[config.mk]
export PLATFORM = sky130hd
export DESIGN_NAME = adc_sample_packer
export DESIGN_NICKNAME = d
export VERILOG_FILES = /design/src/rtl/adc_sample_packer_pkg.sv /design/src/rtl/adc_sample_packer_out_word_buffer.sv /design/src/rtl/adc_sample_packer.sv
export SDC_FILE = /design/constraint.sdc
export NUM_CORES = 1
export LEC_CHECK = 0
export CAP_MARGIN = 20
export CORE_MARGIN = 2
export CORE_UTILIZATION = 40
export DETAILED_ROUTE_END_ITERATION = 10
export GPL_TIMING_DRIVEN = 0
export PLACE_DENSITY = 0.67
export SETUP_SLACK_MARGIN = 0.1
export SYNTH_ARGS = -nofsm -noshare
export SYNTH_HDL_FRONTEND = slang
export SYNTH_HIERARCHICAL = 1
export SYNTH_SLANG_ARGS = --single-unit
[constraint.sdc]
create_clock -name CLK -period 3.1 [get_ports CLK]
set_input_delay 0.93 -clock CLK [delete_from_list [all_inputs] [get_ports CLK]]
set_output_delay 0.93 -clock CLK [all_outputs]
set_load 0.02 [all_outputs]
[src/rtl/adc_sample_packer_pkg.sv]
// Shared constants and state encoding for the ADC sample packer and its output buffer.
// The flush marker marks the unused upper half of a partial word at the end of a window.
package adc_sample_packer_pkg;

    localparam int WORD_WIDTH = 32;
    localparam int HALF_WIDTH = 16;

    // Cannot collide with a real sample because ADC_WIDTH never exceeds 15 bits.
    localparam logic [HALF_WIDTH-1:0] FLUSH_MARKER = 16'h8000;

    typedef enum logic [1:0] {
        ST_EMPTY = 2'b01,
        ST_HALF  = 2'b10
    } pack_state_t;

endpackage

[src/rtl/adc_sample_packer_out_word_buffer.sv]
// Single-entry holding register between the packer and the capture FIFO.
// Produces the FIFO write request, and write/drop pulses for the status counters.
module adc_sample_packer_out_word_buffer
    import adc_sample_packer_pkg::*;
(
    input  logic                  CLK,
    input  logic                  RESET,
    input  logic                  word_ready,
    input  logic [WORD_WIDTH-1:0] word_data,
    input  logic                  FIFO_FULL,
    output logic                  FIFO_WRREQ,
    output logic [WORD_WIDTH-1:0] FIFO_DATA,
    output logic                  out_valid,
    output logic                  write_pulse,
    output logic                  drop_pulse
);

    logic                  out_valid_reg;
    logic                  out_valid_next;
    logic [WORD_WIDTH-1:0] data_reg;
    logic [WORD_WIDTH-1:0] data_next;
    logic                  wrreq;
    logic                  drop;

    always_comb begin
        wrreq          = out_valid_reg & ~FIFO_FULL;
        drop           = word_ready & out_valid_reg & FIFO_FULL;
        out_valid_next = out_valid_reg;
        data_next      = data_reg;
        if (word_ready) begin
            // A new word replaces the buffered one whenever the buffer is empty or
            // being written this edge; only a full FIFO with a held word drops it.
            if (!drop) begin
                data_next      = word_data;
                out_valid_next = 1'b1;
            end
        end else if (wrreq) begin
            out_valid_next = 1'b0;
        end
    end

    always_ff @(posedge CLK or posedge RESET) begin
        if (RESET) begin
            out_valid_reg <= 1'b0;
            data_reg      <= '0;
        end else begin
            out_valid_reg <= out_valid_next;
            data_reg      <= data_next;
        end
    end

    assign FIFO_WRREQ  = wrreq;
    assign FIFO_DATA   = data_reg;
    assign out_valid   = out_valid_reg;
    assign write_pulse = wrreq;
    assign drop_pulse  = drop;

endmodule

[src/rtl/adc_sample_packer.sv]
// Packs pairs of ADC samples into 32-bit words for the capture FIFO, flushing odd
// windows with a marker half-word, and keeps saturating word/drop counters for software.
module adc_sample_packer
    import adc_sample_packer_pkg::*;
#(
    parameter int ADC_WIDTH   = 12,
    parameter int COUNT_WIDTH = 16
) (
    input  logic                   CLK,
    input  logic                   RESET,
    input  logic [ADC_WIDTH-1:0]   ADC_DATA,
    input  logic                   SAMPLE_EN,
    input  logic                   CLR_STATUS,
    input  logic                   FIFO_FULL,
    output logic                   FIFO_WRREQ,
    output logic [WORD_WIDTH-1:0]  FIFO_DATA,
    output logic [COUNT_WIDTH-1:0] WORD_COUNT,
    output logic [COUNT_WIDTH-1:0] DROP_COUNT,
    output logic                   OVERFLOW,
    output logic                   PACK_IDLE
);

    pack_state_t           state_reg;
    pack_state_t           state_next;
    logic [HALF_WIDTH-1:0] low_half_reg;
    logic [HALF_WIDTH-1:0] low_half_next;
    logic [HALF_WIDTH-1:0] sample_ext;
    logic                  word_ready;
    logic [WORD_WIDTH-1:0] word_data;
    logic                  out_valid;
    logic                  write_pulse;
    logic                  drop_pulse;
    logic                  overflow_reg;

    assign sample_ext = {{(HALF_WIDTH-ADC_WIDTH){1'b0}}, ADC_DATA};

    always_ff @(posedge CLK or posedge RESET) begin
        if (RESET) begin
            state_reg    <= ST_EMPTY;
            low_half_reg <= '0;
        end else begin
            state_reg    <= state_next;
            low_half_reg <= low_half_next;
        end
    end

    always_comb begin
        state_next    = state_reg;
        low_half_next = low_half_reg;
        word_ready    = 1'b0;
        word_data     = '0;
        case (state_reg)
            ST_EMPTY: begin
                if (SAMPLE_EN) begin
                    low_half_next = sample_ext;
                    state_next    = ST_HALF;
                end
            end
            ST_HALF: begin
                // Either the pair completes or the window closed on an odd sample.
                word_ready = 1'b1;
                state_next = ST_EMPTY;
                if (SAMPLE_EN) begin
                    word_data = {sample_ext, low_half_reg};
                end else begin
                    word_data = {FLUSH_MARKER, low_half_reg};
                end
            end
            default: begin
                state_next = ST_EMPTY;
            end
        endcase
    end

    adc_sample_packer_out_word_buffer u_out_word_buffer (
        .CLK         (CLK),
        .RESET       (RESET),
        .word_ready  (word_ready),
        .word_data   (word_data),
        .FIFO_FULL   (FIFO_FULL),
        .FIFO_WRREQ  (FIFO_WRREQ),
        .FIFO_DATA   (FIFO_DATA),
        .out_valid   (out_valid),
        .write_pulse (write_pulse),
        .drop_pulse  (drop_pulse)
    );

    // Index 0 counts FIFO writes, index 1 counts dropped words.
    logic [1:0]                  cnt_inc;
    logic [1:0][COUNT_WIDTH-1:0] cnt_value;

    assign cnt_inc = {drop_pulse, write_pulse};

    genvar gi;
    generate
        for (gi = 0; gi < 2; gi++) begin : g_cnt
            logic [COUNT_WIDTH-1:0] cnt_reg;

            always_ff @(posedge CLK or posedge RESET) begin
                if (RESET) begin
                    cnt_reg <= '0;
                end else if (CLR_STATUS) begin
                    cnt_reg <= '0;
                end else if (cnt_inc[gi] && (cnt_reg != '1)) begin
                    cnt_reg <= cnt_reg + 1'b1;
                end
            end

            assign cnt_value[gi] = cnt_reg;
        end
    endgenerate

    always_ff @(posedge CLK or posedge RESET) begin
        if (RESET) begin
            overflow_reg <= 1'b0;
        end else if (CLR_STATUS) begin
            overflow_reg <= 1'b0;
        end else if (drop_pulse) begin
            overflow_reg <= 1'b1;
        end
    end

    assign WORD_COUNT = cnt_value[0];
    assign DROP_COUNT = cnt_value[1];
    assign OVERFLOW   = overflow_reg;
    assign PACK_IDLE  = (state_reg == ST_EMPTY) && !out_valid;

endmodule

==> results of run 1 <==
worst min-delay path by stage:
stage / startpoint / to / slack (ns) / cells after the start
2_1_floorplan: low_half_reg[0] / low_half_reg[0] / 0.44 / 2
3_3_place_gp: low_half_reg[11] / low_half_reg[11] / 0.45 / 2
3_5_place_dp: low_half_reg[3] / low_half_reg[3] / 0.45 / 2
4_1_cts: low_half_reg[6] / low_half_reg[6] / 0.48 / 2
5_1_grt: low_half_reg[9] / low_half_reg[9] / 0.50 / 2
6_report: low_half_reg[10] / low_half_reg[10] / 0.47 / 2
synth_stat cells, drive strengths merged (9+ instances only):
master,n
a21oi,25
and2,13
and3,18
clkbuf,9
dfrtp,79
inv,14
mux2,33
nand2,52
nand4,12
o21ai,13
o31ai,11
or3,16
or4,10
power groups by stage:
stage / clock (uW) / combinational [uW] / sequential (uW)
after global placement: 0 / 400 / 1200
final: 822 / 408 / 1180
after floorplan: 0 / 150 / 1270
after CTS: 841 / 414 / 1190
after detailed placement: 0 / 412 / 1210
after global routing: 881 / 444 / 1200
critical path: stages:
cell and delay, ns:
clkdlybuf4s50_1 0.50, nor2b_2 0.20, dlygate4sd2_1 0.36
logic make-up (layout without fill, tap and decap cells):
logic type      count (synthesis)  count (layout)  share of synthesized area
simple gates                  155             155                      0.224
fa+ha+maj                       2               2                    0.00659
compound gates                 60              60                     0.0985
buf+inv                        29             130                     0.0379
flops                          80              80                      0.527
mux                            35              35                      0.105
other cells                     1               7                   0.000987
layout make-up:
class                      count  area, um^2  share of cell area
sequential                    80        2000               0.395
inverter                      14        52.6              0.0103
buffer                        15        91.3              0.0180
clock inverter                 6        75.1              0.0148
clock buffer                  10         138              0.0271
timing repair buffer          85         877               0.173
multi-input combinational    259        1680               0.331
tap                          129         161              0.0318
cell usage in the layout (no fill, tap or decap), types with 11 or more instances in the layout:
master,n
o31ai_1,11
inv_1,12
clkdlybuf4s50_1,82
nand2_1,52
a21oi_1,25
and3_1,16
and2_1,13
o21ai_0,13
mux2_2,31
dfrtp_1,79
or3_1,13
metrics by stage:
step	TNS [ns]	power [uW]	setup slack (ns)
floorplan	0	1420	0.476
global placement	-0.216	1600	-0.156
detailed placement	-0.303	1620	-0.155
CTS	0	2440	0.132
global route	0	2520	0.131
finish	0	2410	0.179
metal layers:
layer / up-vias / wire length, um
li1: 1510 / -
met2: 99 / 4110
met4: 0 / 80
met3: 8 / 523
met5: - / 0
met1: 1552 / 3980
==> impl_metrics.ini, run 1 <==
[route]
dr.pass1.iters = 4
drc = 0
via_per_inst = 5.30
drt_iter0_drc = 100
ant_nets = 0
finalWirelength_um = 8700
vias = 3169
wl_per_cell_um = 14.5

[sta]
period_share = 0.942
period_minus_slack_ns = 2.92
tightest_slew_ns = 0.610
whs_ns = 0.472
slew_violations = 0
hold_violations = 0
rsz0062_at_grt = no
setup-violations-final = 0
fmax_mhz = 342
slew_headroom = 0.590
finClkSkew_ns = 0.0163

[power_and_ir_drop]
p_per_area_nw_per_um2 = 475
power.switching_uw = 669
leakagePower_uw = 0.00220
p_int_uw = 1750
combPwrFrac = 0.169
swShare = 0.277
seqPwrFrac = 0.490
peakVddDrop_mv = 0.403
clock_power_share = 0.341

[worst_setup_path]
rrSetupSlack_ns = 0.39
timing.rr.end = DROP_COUNT[14]
critPathCapture = FIFO_WRREQ
worstRegToRegCells = 8
crit_required_ns = 2.17
cp-startpoint = FIFO_FULL
crit_fanout = 4
endpoint_kind = output pin
startpoint_type = input port
setup.worst_path.class = input port to output pin
reg2reg_from = state_reg[1]
crit_arrival_ns = 1.99

[grt]
top_usage_layer = met2
use_met2 = 0.286
grt_pass1_vias = 2991
use_met3 = 0.0428
grt.overflow.total = 0
antenna_found_initial = 0
met1_usage = 0.243
track_usage = 0.179
grt_pass1_wl_um = 14600
grt_max_degree = 42

[synthesis]
avgSynthCellArea_um2 = 10.5
synth_top_area_frac = 0.520
synthFlopType = dfrtp_1
synthArstFlopShare = 1.00
yosysSeqAreaShare = 0.527
synthTopCellsByArea = dfrtp_1, mux2_2, nand2_1, a21oi_1, and3_1
ys_ff_latch = 80
synthCells = 362
yosysWarnings = 6
synth_top_cell_by_area = dfrtp_1
synth_area_um2 = 3800
synth_cell_types = 44
synth_edf_count = 0

[layout]
stdcell_count = 598
drive_above_1_share = 0.154
stdcell_area_um2 = 5080
antenna_cells = 0
syn2layout_area_growth_pct = 33.7
final_nets = 483
final_util = 0.549
largest_register_ffs = 32
fill_cells = 849

[clock_tree]
cts_resized = 1
clk_latency_ns = 0.36
cts_buffers = 9
cts_tree = done
cts_buffer_depth = 2
htreeDepth = 3
cts.sinks = 80
clk_pin_slew_ns = 0.09
hold_buffers = 0
clockRootBuffer = clkbuf_8
post_cts_buffers = 0

[floorplanning]
initial_utilization = 0.411
ios = 84
floorplan.die_area_um2 = 10300
die_h_um = 101
die-width_um = 101
core-area_um2 = 9240
rows = 35

[outcome]
status = finished, final reports clean

[placed_design]
postPlaceCellArea_um2 = 4860
portBuffers = 83
hpwl_um = 6320
place_inst = 582
place.gp.congestion = 0.832

[min_path]
hold_path.class = flop to flop

[flow_run]
maxCapViolCount = 0
Power figures use the tool's default switching activity.
==> inputs of run 2 (changes only) <==
--- a/config.mk
+++ b/config.mk
@@ -9,8 +9,9 @@
 export CORE_MARGIN = 2
 export CORE_UTILIZATION = 40
 export DETAILED_ROUTE_END_ITERATION = 10
+export DONT_BUFFER_PORTS = 1
 export GPL_TIMING_DRIVEN = 0
-export PLACE_DENSITY = 0.67
+export PLACE_DENSITY = 0.55
 export SETUP_SLACK_MARGIN = 0.1
 export SYNTH_ARGS = -nofsm -noshare
 export SYNTH_HDL_FRONTEND = slang
==> run 2 against run 1 <==
  * Sequential share of layout area increased by 7.5 points
  * Clock skew decreased by 0.0014 ns
  * Power decreased by 3.1%
  * Via count shrank 12%
  * First-iteration DRC count shrank 43%
  * Count of clock-buffer cells in the layout increased by 1
  * Setup slack better by 0.27 ns
  * Flip-flop and latch count is the same
  * Register-to-register slack better by 0.06 ns
  * Critical path depth grew 5
  * Global-route usage rose by 0.44 points
  * Final cell count shrank 14%
  * Critical path type is now flop to flop
==> impl_metrics.ini, run 2 (synthesis results as in run 1) <==
[outcome]
status = finished, final reports clean

[grt]
grt.overflow.total = 0
grt_pass1_vias = 2744
grt_max_degree = 28
antenna_found_initial = 0
track_usage = 0.183
grt_pass1_wl_um = 14600

[sta]
whs_ns = 0.469
tightest_slew_ns = 0.768
period_share = 0.854
slew_violations = 0
finClkSkew_ns = 0.0149
fin_setup_tns_ns = 0
fmax_mhz = 378
period_minus_slack_ns = 2.65
slew_headroom = 0.487
hold_violations = 0
setup-violations-final = 0
rsz0062_at_grt = no

[floorplanning]
ios = 84
rows = 35
die_h_um = 101
floorplan.die_area_um2 = 10300
die-width_um = 101
core-area_um2 = 9240
initial_utilization = 0.411

[power_and_ir_drop]
combPwrFrac = 0.082
seqPwrFrac = 0.540
leakagePower_uw = 0.00191
p_int_uw = 1710
peakVddDrop_mv = 0.368
clock_power_share = 0.378
swShare = 0.269
power.switching_uw = 629
p_per_area_nw_per_um2 = 548

[layout]
layout_commonest_cell = dfrtp_1
mostFrequentLayoutCells = dfrtp_1, nand2_1, mux2_2
final_nets = 400
antenna_cells = 0
largest_register_ffs = 32
syn2layout_area_growth_pct = 12.2
stdcell_area_um2 = 4260
drive_above_1_share = 0.184

[route]
vias = 2800
via_per_inst = 5.44
drt_iter0_drc = 57
wl_per_cell_um = 17.0
drc = 0
ant_nets = 0
finalWirelength_um = 8770
dr.pass1.iters = 4

[worst_setup_path]
worstRegToRegCells = 8
endpoint_kind = flop
rrSetupSlack_ns = 0.45
reg2reg_from = state_reg[1]
setup.worst_path.class = flop to flop
crit_arrival_ns = 2.92
startpoint_type = flop
timing.rr.end = DROP_COUNT[14]
crit_required_ns = 3.37
crit_fanout = 12

[clock_tree]
cts.sinks = 80
clk_pin_slew_ns = 0.08
htreeDepth = 3
cts_buffer_depth = 2
cts_buffers = 9
clk_latency_ns = 0.35
post_cts_buffers = 0
clockRootBuffer = clkbuf_8
cts_tree = done

[min_path]
hp-start = low_half_reg[4]
hold_end = low_half_reg[4]
hold_path.class = flop to flop
holdPathStages = 2

[placed_design]
portBuffers = 0
hpwl_um = 6340
postPlaceCellArea_um2 = 4030
place.gp.congestion = 0.781

[flow_run]
maxCapViolCount = 0
[run 2: cell type report]
cell class	instances	area [um^2]
plain buffers	15	92.6
clock buffers	11	141
clock inverters	5	87.6
fillers	876	4980
inverters	14	52.6
multi-input cells	259	1680
flip-flops and latches	80	2000
well taps	129	161
repair buffers	2	47.5
[run 2: worst max-delay path by stage]
stage,endpoint,from,slack [ns],cells past startpoint
after floorplan,WORD_COUNT[15],FIFO_FULL,0.48,6
after global placement,DROP_COUNT[14],state_reg[1],0.14,8
after detailed placement,DROP_COUNT[14],state_reg[1],0.14,8
after CTS,DROP_COUNT[14],state_reg[0],0.12,8
after global routing,DROP_COUNT[14],state_reg[1],0.28,8
final,DROP_COUNT[14],state_reg[1],0.45,8
[run 2: repair_timing]
| action | 4_1_cts | 5_1_grt |
|---|---|---|
| resized for setup | 0 | 3 |
| endpoints found under the setup margin | 0 | 8 |
| hold buffers | 0 | 0 |
[run 2: per-stage QoR]
stage,std cells,util,setup slack (ns),power [uW]
floorplan,368,-,0.476,1420
global placement,497,0.431,0.137,1470
detailed placement,499,0.436,0.140,1480
CTS,515,0.461,0.117,2380
global route,515,0.461,0.278,2470
finish,515,0.461,0.454,2340
[run 2: worst max-delay path, cell delays in order (launching register included)]
cell and delay, ns:
dfrtp_1 0.36, nor2b_2 0.32, clkbuf_2 0.31, and3_2 0.36, inv_2 0.07, or3_1 0.36, buf_2 0.17, or4_1 0.47
a21oi_1 0.15
[run 2: power by group through the flow]
stage / sequential (uW) / clock (uW) / combinational [uW]
5_1_grt: 1280 / 971 / 216
4_1_cts: 1270 / 914 / 197
3_5_place_dp: 1290 / 0 / 196
6_report: 1260 / 885 / 191
2_1_floorplan: 1270 / 0 / 150
3_3_place_gp: 1280 / 0 / 183
[run 2: per-layer routing]
| layer | global-route usage | part of all wire | vias to the layer above |
|---|---|---|---|
| li1 | - | - | 1347 |
| met4 | 0.0603 | 0.016 | 0 |
| met2 | 0.279 | 0.47 | 67 |
| met1 | 0.243 | 0.45 | 1374 |
| met3 | 0.0656 | 0.071 | 12 |
| met5 | 0 | 0 | - |
==> inputs of run 3 (changes only) <==
--- a/config.mk
+++ b/config.mk
@@ -12,6 +12,7 @@
 export DONT_BUFFER_PORTS = 1
 export GPL_TIMING_DRIVEN = 0
 export PLACE_DENSITY = 0.55
+export RECOVER_POWER = 50
 export SETUP_SLACK_MARGIN = 0.1
 export SYNTH_ARGS = -nofsm -noshare
 export SYNTH_HDL_FRONTEND = slang
==> run 3 against run 2 <==
  * The run now ends with max-capacitance violations, max-slew violations left
  * First-iteration DRC count up 1.8%
  * Setup slack worse by 0.011 ns
  * Core utilization down 0.43 points
  * Die area unchanged
  * Final area down 0.94%
  * Final cell count unchanged
  * Routed wire length about the same
  * Worst hold slack worse by 0.0031 ns
  * Clock skew up 0.00056 ns
  * Clock power about the same
==> impl_metrics.ini, run 3 (synthesis results as in run 1) <==
[worst_setup_path]
crit_required_ns = 3.37
rrSetupSlack_ns = 0.44
crit_arrival_ns = 2.93
reg2reg_from = state_reg[0]
worstRegToRegCells = 8
crit_fanout = 12
timing.rr.end = DROP_COUNT[14]
startpoint_type = flop
cp-startpoint = state_reg[0]
setup.worst_path.class = flop to flop
endpoint_kind = flop

[floorplanning]
initial_utilization = 0.411
floorplan.die_area_um2 = 10300
die_h_um = 101
core-area_um2 = 9240
rows = 35
ios = 84
die-width_um = 101

[min_path]
hold_end = low_half_reg[4]
hold_path.class = flop to flop
hp-start = low_half_reg[4]
holdPathStages = 2

[layout]
syn2layout_area_growth_pct = 11.2
fill_cells = 883
stdcell_count = 515
antenna_cells = 0
mostFrequentLayoutCells = dfrtp_1, nand2_1, mux2_2
largest_register_ffs = 32
layout_commonest_cell = dfrtp_1
drive_above_1_share = 0.174
final_nets = 400

[sta]
hold_violations = 0
tightest_slew_ns = 1.53
setup-violations-final = 0
period_share = 0.857
fmax_mhz = 376
finClkSkew_ns = 0.0154
period_minus_slack_ns = 2.66
slew_violations = 28
rsz0062_at_grt = no
slew_headroom = -0.0183
fin_setup_tns_ns = 0

[clock_tree]
cts_buffers = 9
clockRootBuffer = clkbuf_8
clk_pin_slew_ns = 0.09
post_cts_buffers = 0
cts_tree = done
htreeDepth = 3
cts.sinks = 80
clk_latency_ns = 0.35
cts_buffer_depth = 2

[route]
ant_nets = 0
drc = 0
finalWirelength_um = 8760
dr.pass1.iters = 4
drt_iter0_drc = 58
wl_per_cell_um = 17.0
via_per_inst = 5.43
vias = 2799

[grt]
antenna_found_initial = 0
grt_pass1_vias = 2744
track_usage = 0.183
grt_pass1_wl_um = 14600
grt.overflow.total = 0
use_met3 = 0.0656
met1_usage = 0.243
use_met2 = 0.279
top_usage_layer = met2
grt_max_degree = 28

[outcome]
status = complete, but fails checks
violations = max-capacitance violations, max-slew violations

[flow_run]
maxCapViolCount = 1

[placed_design]
portBuffers = 0
place_inst = 499
hpwl_um = 6340
place.gp.congestion = 0.781

[power_and_ir_drop]
p_per_area_nw_per_um2 = 551
power_uw = 2330
leakagePower_uw = 0.00189
peakVddDrop_mv = 0.367
==> run 3: cell type report <==
class | instances | area, um^2 | share of cell area
buffer | 15 | 92.6 | 0.0219
clock buffer | 11 | 141 | 0.0335
clock inverter | 5 | 87.6 | 0.0207
inverter | 14 | 52.6 | 0.0124
multi-input combinational | 259 | 1680 | 0.397
sequential | 80 | 2000 | 0.474
tap | 129 | 161 | 0.0382
timing repair buffer | 2 | 7.51 | 0.00178
==> run 3: metrics by stage <==
stage / utilization / worst slack (ns) / instance area (um^2) / hold WS (ns)
6_report: 0.457 / 0.443 / 4220 / 0.466
5_1_grt: 0.457 / 0.158 / 4220 / 0.500
4_1_cts: 0.461 / 0.117 / 4260 / 0.476
3_5_place_dp: 0.436 / 0.140 / 4030 / 0.455
3_3_place_gp: 0.431 / 0.137 / 3980 / 0.450
2_1_floorplan: - / 0.476 / 3820 / 0.437
==> run 3: repair_timing <==
action                                  CTS  global route
hold buffers                              0             0
endpoints found under the setup margin    0             8
resized for setup                         0             3
endpoints found under the hold margin     0             0
==> run 3: critical path, cell delays in order (launching register included) <==
cell	delay, ns
dfstp_1	0.39
nor2b_2	0.29
clkbuf_2	0.30
and3_2	0.36
inv_2	0.07
or3_1	0.36
buf_2	0.17
or4_1	0.47
a21oi_1	0.15
==> run 3: worst max-delay path by stage <==
stage                     endpoint  slack (ns)  depth (start not counted)
finish              DROP_COUNT[14]        0.44                          8
global route         WORD_COUNT[4]        0.16                          2
CTS                 DROP_COUNT[14]        0.12                          8
detailed placement  DROP_COUNT[14]        0.14                          8
global placement    DROP_COUNT[14]        0.14                          8
floorplan           WORD_COUNT[15]        0.48                          6
==> run 3: where the power goes <==
group | internal (uW) | switching [uW]
logic | 82.4 | 102
clock network | 485 | 398
registers | 1140 | 126
==> run 3: layer usage <==
layer	up-vias	routed length, um
li1	1343	-
met1	1377	3910
met2	67	4110
met3	12	604
met4	0	136
met5	-	0
